<file path="src/rtl/ifetch_pkg.sv">
// Shared types for the instruction fetch stage: FSM states, buffered entry, instruction size.
package ifetch_pkg;

  localparam logic [31:0] INSTR_BYTES = 32'd4;

  typedef enum logic [1:0] {
    S_REQ  = 2'd0,
    S_WAIT = 2'd1,
    S_DROP = 2'd2,
    S_HALT = 2'd3
  } fetch_state_e;

  typedef struct packed {
    logic [31:0] addr;
    logic [31:0] data;
  } fetch_entry_t;

endpackage

</file>
<file path="src/rtl/instr_fetch_if.sv">
// Fetch bus: instruction memory request/response plus the decode-side valid/ready handshake.
interface instr_fetch_if;
  logic        mem_req_valid;
  logic        mem_req_ready;
  logic [31:0] mem_req_addr;
  logic        mem_resp_valid;
  logic [31:0] mem_resp_data;
  logic        out_valid;
  logic        out_ready;
  logic [31:0] instr_address;
  logic [31:0] instr_data;

  modport master (
    output mem_req_valid, mem_req_addr, out_valid, instr_address, instr_data,
    input  mem_req_ready, mem_resp_valid, mem_resp_data, out_ready
  );

  modport slave (
    input  mem_req_valid, mem_req_addr, out_valid, instr_address, instr_data,
    output mem_req_ready, mem_resp_valid, mem_resp_data, out_ready
  );
endinterface

</file>
<file path="src/rtl/ifetch_fifo.sv">
// Output buffer for fetched {addr, data} entries; flush wins over push/pop, push+pop allowed when full.
module ifetch_fifo
  import ifetch_pkg::*;
#(
  parameter int DEPTH = 2,
  localparam int AW = $clog2(DEPTH),
  localparam int CW = $clog2(DEPTH + 1)
) (
  input  logic         clk,
  input  logic         reset,
  input  logic         push,
  input  logic         pop,
  input  logic         flush,
  input  fetch_entry_t wdata,
  output fetch_entry_t head,
  output logic [CW-1:0] count
);

  fetch_entry_t  mem_q [DEPTH];
  fetch_entry_t  mem_d [DEPTH];
  logic [AW-1:0] rd_q, rd_d, wr_q, wr_d;
  logic [CW-1:0] count_q, count_d;
  logic          full, pop_ok, push_ok;

  assign full    = (count_q == CW'(DEPTH));
  assign pop_ok  = pop && (count_q != '0);
  assign push_ok = push && (!full || pop_ok);

  always_comb begin
    mem_d   = mem_q;
    rd_d    = rd_q;
    wr_d    = wr_q;
    count_d = count_q;
    if (flush) begin
      rd_d    = '0;
      wr_d    = '0;
      count_d = '0;
    end else begin
      if (push_ok) begin
        mem_d[wr_q] = wdata;
        wr_d        = wr_q + AW'(1);
      end
      if (pop_ok) rd_d = rd_q + AW'(1);
      if (push_ok && !pop_ok)      count_d = count_q + CW'(1);
      else if (!push_ok && pop_ok) count_d = count_q - CW'(1);
    end
  end

  always_ff @(posedge clk) begin
    if (!reset) begin
      for (int i = 0; i < DEPTH; i++) mem_q[i] <= '0;
      rd_q    <= '0;
      wr_q    <= '0;
      count_q <= '0;
    end else begin
      mem_q   <= mem_d;
      rd_q    <= rd_d;
      wr_q    <= wr_d;
      count_q <= count_d;
    end
  end

  // Request gating by free slots makes an overflowing push impossible.
  always_ff @(posedge clk) begin
    if (reset) assert (!(push && full && !pop));
  end

  assign head  = mem_q[rd_q];
  assign count = count_q;

endmodule

</file>
<file path="src/rtl/instr_fetch.sv">
// Instruction fetch: PC, single-outstanding memory request FSM, redirect/flush, 2/4-entry output buffer.
// Optional IFETCH_ALIGN_CHECK_EN: misaligned redirect raises sticky fetch_fault and halts fetch.
module instr_fetch
  import ifetch_pkg::*;
#(
  parameter logic [31:0] RESET_PC   = 32'h0000_0000,
  parameter int          FIFO_DEPTH = 2
) (
  input  logic           clk,
  input  logic           reset,
  instr_fetch_if.master  bus,
  input  logic           redirect_valid,
  input  logic [31:0]    redirect_pc,
  output logic           fetch_fault
);

  localparam int CW  = $clog2(FIFO_DEPTH + 1);
  localparam int CW1 = CW + 1;

  fetch_state_e  state_q, state_d;
  logic [31:0]   pc_q, pc_d;
  logic [31:0]   req_addr_q, req_addr_d;
  logic          fault_q, fault_d;

  logic [CW-1:0] fifo_count;
  fetch_entry_t  fifo_head;
  fetch_entry_t  push_entry;
  logic          outstanding, credit_ok, req_valid, accept;
  logic          redir, misalign, in_flight, halted;
  logic          push, pop, flush;
  logic [31:0]   redir_pc;

  assign outstanding = (state_q == S_WAIT);
  assign credit_ok   = ({1'b0, fifo_count} + CW1'(outstanding)) < CW1'(FIFO_DEPTH);
  assign req_valid   = (state_q == S_REQ) && credit_ok && reset;
  assign accept      = req_valid && bus.mem_req_ready;
  assign halted      = (state_q == S_HALT);

`ifdef IFETCH_ALIGN_CHECK_EN
  assign redir_pc = redirect_pc;
  assign misalign = (redirect_pc[1:0] != 2'b00);
`else
  assign redir_pc = redirect_pc & ~32'h3;
  assign misalign = 1'b0;
`endif

  // A halted fetch unit ignores redirects until reset.
  assign redir     = redirect_valid && !halted;
  assign in_flight = accept ||
                     (((state_q == S_WAIT) || (state_q == S_DROP)) && !bus.mem_resp_valid);
  assign push      = (state_q == S_WAIT) && bus.mem_resp_valid && !redir;
  assign pop       = bus.out_ready && (fifo_count != '0);
  assign flush     = redir || halted;
  assign push_entry = '{addr: req_addr_q, data: bus.mem_resp_data};

  always_comb begin
    state_d    = state_q;
    pc_d       = pc_q;
    req_addr_d = req_addr_q;
    fault_d    = fault_q;
    case (state_q)
      S_REQ: if (accept) begin
        pc_d       = pc_q + INSTR_BYTES;
        req_addr_d = pc_q;
        state_d    = S_WAIT;
      end
      S_WAIT:  if (bus.mem_resp_valid) state_d = S_REQ;
      S_DROP:  if (bus.mem_resp_valid) state_d = S_REQ;
      default: ;
    endcase
    if (redir) begin
      if (misalign) begin
        fault_d = 1'b1;
        state_d = S_HALT;
      end else begin
        pc_d    = redir_pc;
        state_d = in_flight ? S_DROP : S_REQ;
      end
    end
  end

  always_ff @(posedge clk) begin
    if (!reset) begin
      state_q    <= S_REQ;
      pc_q       <= RESET_PC;
      req_addr_q <= '0;
      fault_q    <= 1'b0;
    end else begin
      state_q    <= state_d;
      pc_q       <= pc_d;
      req_addr_q <= req_addr_d;
      fault_q    <= fault_d;
    end
  end

  ifetch_fifo #(.DEPTH(FIFO_DEPTH)) u_fifo (
    .clk   (clk),
    .reset (reset),
    .push  (push),
    .pop   (pop),
    .flush (flush),
    .wdata (push_entry),
    .head  (fifo_head),
    .count (fifo_count)
  );

  assign bus.mem_req_valid = req_valid;
  assign bus.mem_req_addr  = pc_q;
  assign bus.out_valid     = (fifo_count != '0);
  assign bus.instr_address = fifo_head.addr;
  assign bus.instr_data    = fifo_head.data;
  assign fetch_fault       = fault_q;

endmodule
</file>
<file path="src/flat_wrapper.sv">
// flat-port wrapper written by rule: the top's interface ports become plain ports
module instr_fetch_flat import ifetch_pkg::*;
#(
  parameter logic [31:0] RESET_PC   = 32'h0000_0000,
  parameter int          FIFO_DEPTH = 2
)
  (clk, reset, redirect_valid, redirect_pc, fetch_fault, bus_mem_req_valid, bus_mem_req_addr, bus_out_valid, bus_instr_address, bus_instr_data, bus_mem_req_ready, bus_mem_resp_valid, bus_mem_resp_data, bus_out_ready);
  instr_fetch_if bus_i ();
  input  logic clk;
  input  logic reset;
  input  logic redirect_valid;
  input  logic [31:0] redirect_pc;
  output logic fetch_fault;
  output wire logic [$bits(bus_i.mem_req_valid)-1:0] bus_mem_req_valid;
  output wire logic [$bits(bus_i.mem_req_addr)-1:0] bus_mem_req_addr;
  output wire logic [$bits(bus_i.out_valid)-1:0] bus_out_valid;
  output wire logic [$bits(bus_i.instr_address)-1:0] bus_instr_address;
  output wire logic [$bits(bus_i.instr_data)-1:0] bus_instr_data;
  input wire logic [$bits(bus_i.mem_req_ready)-1:0] bus_mem_req_ready;
  input wire logic [$bits(bus_i.mem_resp_valid)-1:0] bus_mem_resp_valid;
  input wire logic [$bits(bus_i.mem_resp_data)-1:0] bus_mem_resp_data;
  input wire logic [$bits(bus_i.out_ready)-1:0] bus_out_ready;
  assign bus_mem_req_valid = bus_i.mem_req_valid;
  assign bus_mem_req_addr = bus_i.mem_req_addr;
  assign bus_out_valid = bus_i.out_valid;
  assign bus_instr_address = bus_i.instr_address;
  assign bus_instr_data = bus_i.instr_data;
  assign bus_i.mem_req_ready = bus_mem_req_ready;
  assign bus_i.mem_resp_valid = bus_mem_resp_valid;
  assign bus_i.mem_resp_data = bus_mem_resp_data;
  assign bus_i.out_ready = bus_out_ready;
  instr_fetch #(.RESET_PC(RESET_PC), .FIFO_DEPTH(FIFO_DEPTH)) u_core (.clk(clk), .reset(reset), .bus(bus_i), .redirect_valid(redirect_valid), .redirect_pc(redirect_pc), .fetch_fault(fetch_fault));
endmodule
</file>
<file path="config.mk">
export PLATFORM = sky130hd
export DESIGN_NAME = instr_fetch_flat
export DESIGN_NICKNAME = d
export VERILOG_FILES = /design/src/rtl/ifetch_pkg.sv /design/src/rtl/instr_fetch_if.sv /design/src/rtl/ifetch_fifo.sv /design/src/rtl/instr_fetch.sv /design/src/flat_wrapper.sv
export SDC_FILE = /design/constraint.sdc
export NUM_CORES = 1
export LEC_CHECK = 0
export ABC_AREA = 1
export BUFFER_PORTS_ARGS = -buffer_cell sky130_fd_sc_hd__buf_4
export CAP_MARGIN = 20
export CORE_ASPECT_RATIO = 0.6
export CORE_UTILIZATION = 55
export DETAILED_ROUTE_END_ITERATION = 10
export PLACE_DENSITY = 0.8
export SLEW_MARGIN = 10
export SYNTH_ARGS = -nofsm -noshare
export SYNTH_HDL_FRONTEND = slang
export SYNTH_SLANG_ARGS = --single-unit
export TNS_END_PERCENT = 5
</file>
<file path="constraint.sdc">
create_clock -name clk -period 2.5 [get_ports clk]
set_input_delay 0.25 -clock clk [delete_from_list [all_inputs] [get_ports clk]]
set_output_delay 0.25 -clock clk [all_outputs]
set_load 0.005 [all_outputs]
</file>
==> impl_metrics.ini <==
[setup_path]
cp-start-kind = register
critPathCaptureType = register
r2r-end = u_core.u_fifo.mem_q[123]
timing.reg2reg.setup_slack_ns = 0.35
r2r_cells = 10
worst-endpoint-arrival_ns = 2.51
critical_path.max_stage_delay_ns = 0.37
critical_path_class = reg -> reg
worst_path_max_delay_cell = dfxtp_1
critPathRequiredTime_ns = 2.85
reg2reg_from = u_core.state_q[0]
crit_path_max_fanout = 32
cpMostUsedCell = nand2_1
path_cells = ha_1 -> inv_1 -> nand2_1 -> nand3_1 -> a31oi_4 -> nand3_4 -> inv_2 -> buf_4 -> nand2_1 -> a21oi_1

[clock_tree]
cts-root-to-sink-buffers = 2
path_clk_slew_ns = 0.08
cts_setup_buffers = 0
clk-insertion-delay-late_ns = 0.43
post_cts_hold_buffer_count = 0
tritoncts_num_sinks = 190
tritoncts_clock_tree = done
postCtsResizedCells = 0
root_buffer = clkbuf_16
cts_buffers = 17
htreeDepth = 4

[placed_design]
globalplace.congestion = 0.8874
placement.io_buffers = 161
post-dp-hpwl_mm = 14.67

[logic_synthesis]
ys_types = 29
synthesis.area_per_instance_um2 = 6.808
synth_sequential_area_ratio_pct = 44.59
synth.top_cell.area_share_pct = 44.59
yosys_register_bits = 190
synth_top_cell_by_area = dfxtp_1
synth_area_um2 = 8531
ys_top_cells_by_area = dfxtp_1, nand2_1, a21oi_1
yosys_warnings = 0
post_synthesis_cell_count = 1253

[power_and_ir_drop]
p_leak_nw = 3.816
max-vdd-ir-drop_mv = 0.4479
design_power_total_mw = 6.507
power_density_nw_per_um2 = 623.3

[sta]
hold_viol = 0
layout_worst_path_cycle_share_pct = 86.13
report.final.setup_viol = 0
slew-limit-headroom_pct = 65.51
final-max-slew-violation-count = 0
max_slew.worst_pin.slew_ns = 0.5173
fin_tns_setup_ns = 0
setup_repair_after_global_routing_missed_its_margin = false
finalWorstPathRequiredPeriod_ns = 2.153
finalClockSkew_ns = 0.01747
fmax_mhz = 464.4

[hold_path]
worstHoldPathType = in -> reg
hold_path_depth = 3
hold_path.startpoint = bus_mem_resp_data[19]
hold_end = u_core.u_fifo.mem_q[83]

[routing]
route.final.wire_length_mm = 22.49
post-route-drc-count = 0
number_of_drc_markers_after_the_initial_detailed_route_iteration = 872
via_count = 8538
route.antenna.remaining_nets = 0
avgRoutedWirePerCell_um = 14.14
per_cell_via_count_in_the_routed_design = 5.370
detailed_routing_iterations_pass_1 = 7

[finish]
fin_nets = 1454
fraction_of_layout_instances_using_a_drive_strength_above_1_pct = 16.59
diodes = 0
layout-area-overhead-vs-synth_pct = 22.37

[grt]
first_global_vias = 7625
wire_length_of_the_first_global_routing_pass_mm = 36.95
global_route.overflow_total = 0
grt_antenna_before_repair = 0
largest_net_degree_at_the_start_of_global_routing = 88
grtUsageTotal_pct = 28.34

[die]
fp.dieH_um = 98.47
dieWidth_um = 162.8
area_of_the_core_um2 = 14800
start_util_pct = 57.62
floorplan.rows = 34
floorplan.io_pins = 169
die-area_um2 = 16030

[outcome]
run_status = finished, final reports clean

[run]
max_cap_viol_count = 0
[metal layers]
layer	track usage, %	vias up	wire length, um
met2	43.63	315	9937
met4	5.679	0	167
met5	0	-	0
met3	5.177	18	1682
li1	-	4286	-
met1	41.41	3919	10700
[worst max-delay path: cells and delay by family (launching register included)]
kind / cells / cell delay [ns]
simple gates: 4 / 0.60
fa+ha+maj: 1 / 0.20
flops: 1 / 0.37
buf+inv: 3 / 0.53
compound gates: 2 / 0.38
[final cells by class]
cell class              count  area, um2
clock buffers              20      456.7
multi-input cells         883       3993
clock inverters            12      115.1
flip-flops and latches    190       3807
inverters                 100      377.9
fillers                  1307       4365
well taps                 198      247.7
repair buffers            187       1441
[report_power, final]
| part | internal [mW] | total, mW | switching (mW) |
|---|---|---|---|
| combinational | 0.271 | 0.644 | 0.373 |
| sequential | 3.12 | 3.22 | 0.107 |
| clock | 1.38 | 2.64 | 1.26 |
[sequential cells by signal, summed over array words and instances, names as in the netlist]
register and flops:
u_core.bus.mem_req_addr 30, u_core.state_q 2, u_core.req_addr_q 30, u_core.u_fifo.wr_q 1, u_core.u_fifo.mem_q 124, u_core.u_fifo.count 2, u_core.u_fifo.rd_q 1
[worst max-delay path by stage]
stage                            startpoint  slack, ns                       end  cells after the start
after floorplan           u_core.state_q[0]       0.52    u_core.u_fifo.count[1]                     11
after global placement    u_core.state_q[0]       0.41  u_core.u_fifo.mem_q[118]                     10
after detailed placement  u_core.state_q[0]       0.38  u_core.u_fifo.mem_q[124]                     10
after CTS                 u_core.state_q[0]       0.34  u_core.u_fifo.mem_q[123]                     10
after global routing      u_core.state_q[0]       0.19  u_core.u_fifo.mem_q[117]                     10
final                     u_core.state_q[0]       0.35  u_core.u_fifo.mem_q[123]                     10
[kinds of logic (layout without fill, tap and decap cells)]
group | after synthesis | after routing | share of synthesized area, %
AND/OR/NAND/NOR | 571 | 571 | 27.10
AO/OA/AOI/OAI | 292 | 292 | 17.63
flip-flops | 190 | 190 | 44.59
buffers and inverters | 184 | 319 | 8.873
XOR/XNOR | 10 | 10 | 1.027
adder cells (fa/ha/maj) | 5 | 5 | 0.7334
other | 1 | 5 | 0.04396
[layout by cell type (no fill, tap or decap), types with 4 or more instances in the layout]
master	count
nand2_1	399
dfxtp_1	189
buf_4	184
a21oi_1	180
o21ai_0	97
inv_1	95
nand3_1	93
nor2_1	59
clkbuf_16	17
a31oi_1	9
xnor2_1	7
nor3_1	5
nand4_1	5
ha_1	5
conb_1	5
inv_6	5
inv_8	4
[per-stage QoR]
| step | utilization [%] | setup slack, ns | cells | cell area [um2] | hold slack, ns |
|---|---|---|---|---|---|
| 5_1_grt | 70.51 | 0.1920 | 1590 | 10440 | 0.07436 |
| 3_3_place_gp | 66.65 | 0.4145 | 1558 | 9867 | 0.4477 |
| 4_1_cts | 70.51 | 0.3387 | 1590 | 10440 | 0.07822 |
| 2_1_floorplan | - | 0.5226 | 1257 | 8546 | 0.3929 |
| 3_5_place_dp | 66.65 | 0.3845 | 1558 | 9867 | 0.4525 |
| 6_report | 70.51 | 0.3469 | 1590 | 10440 | 0.08375 |
[synthesized netlist by cell type]
library cell	n
a211oi_1	1
a21oi_1	180
a31oi_1	9
a31oi_4	1
and2_1	2
buf_1	4
buf_2	5
buf_4	16
clkbuf_1	59
clkinv_1	3
conb_1	1
dfxtp_1	190
ha_1	5
inv_1	95
inv_2	2
nand2_1	400
nand2_2	1
nand3_1	93
nand3_4	1
nand4_1	5
nor2_1	59
nor2_2	2
nor3_1	5
o211a_1	1
o21ai_0	97
o21bai_1	3
or2_2	3
xnor2_1	7
xor2_1	3
Power figures use the tool's default switching activity.
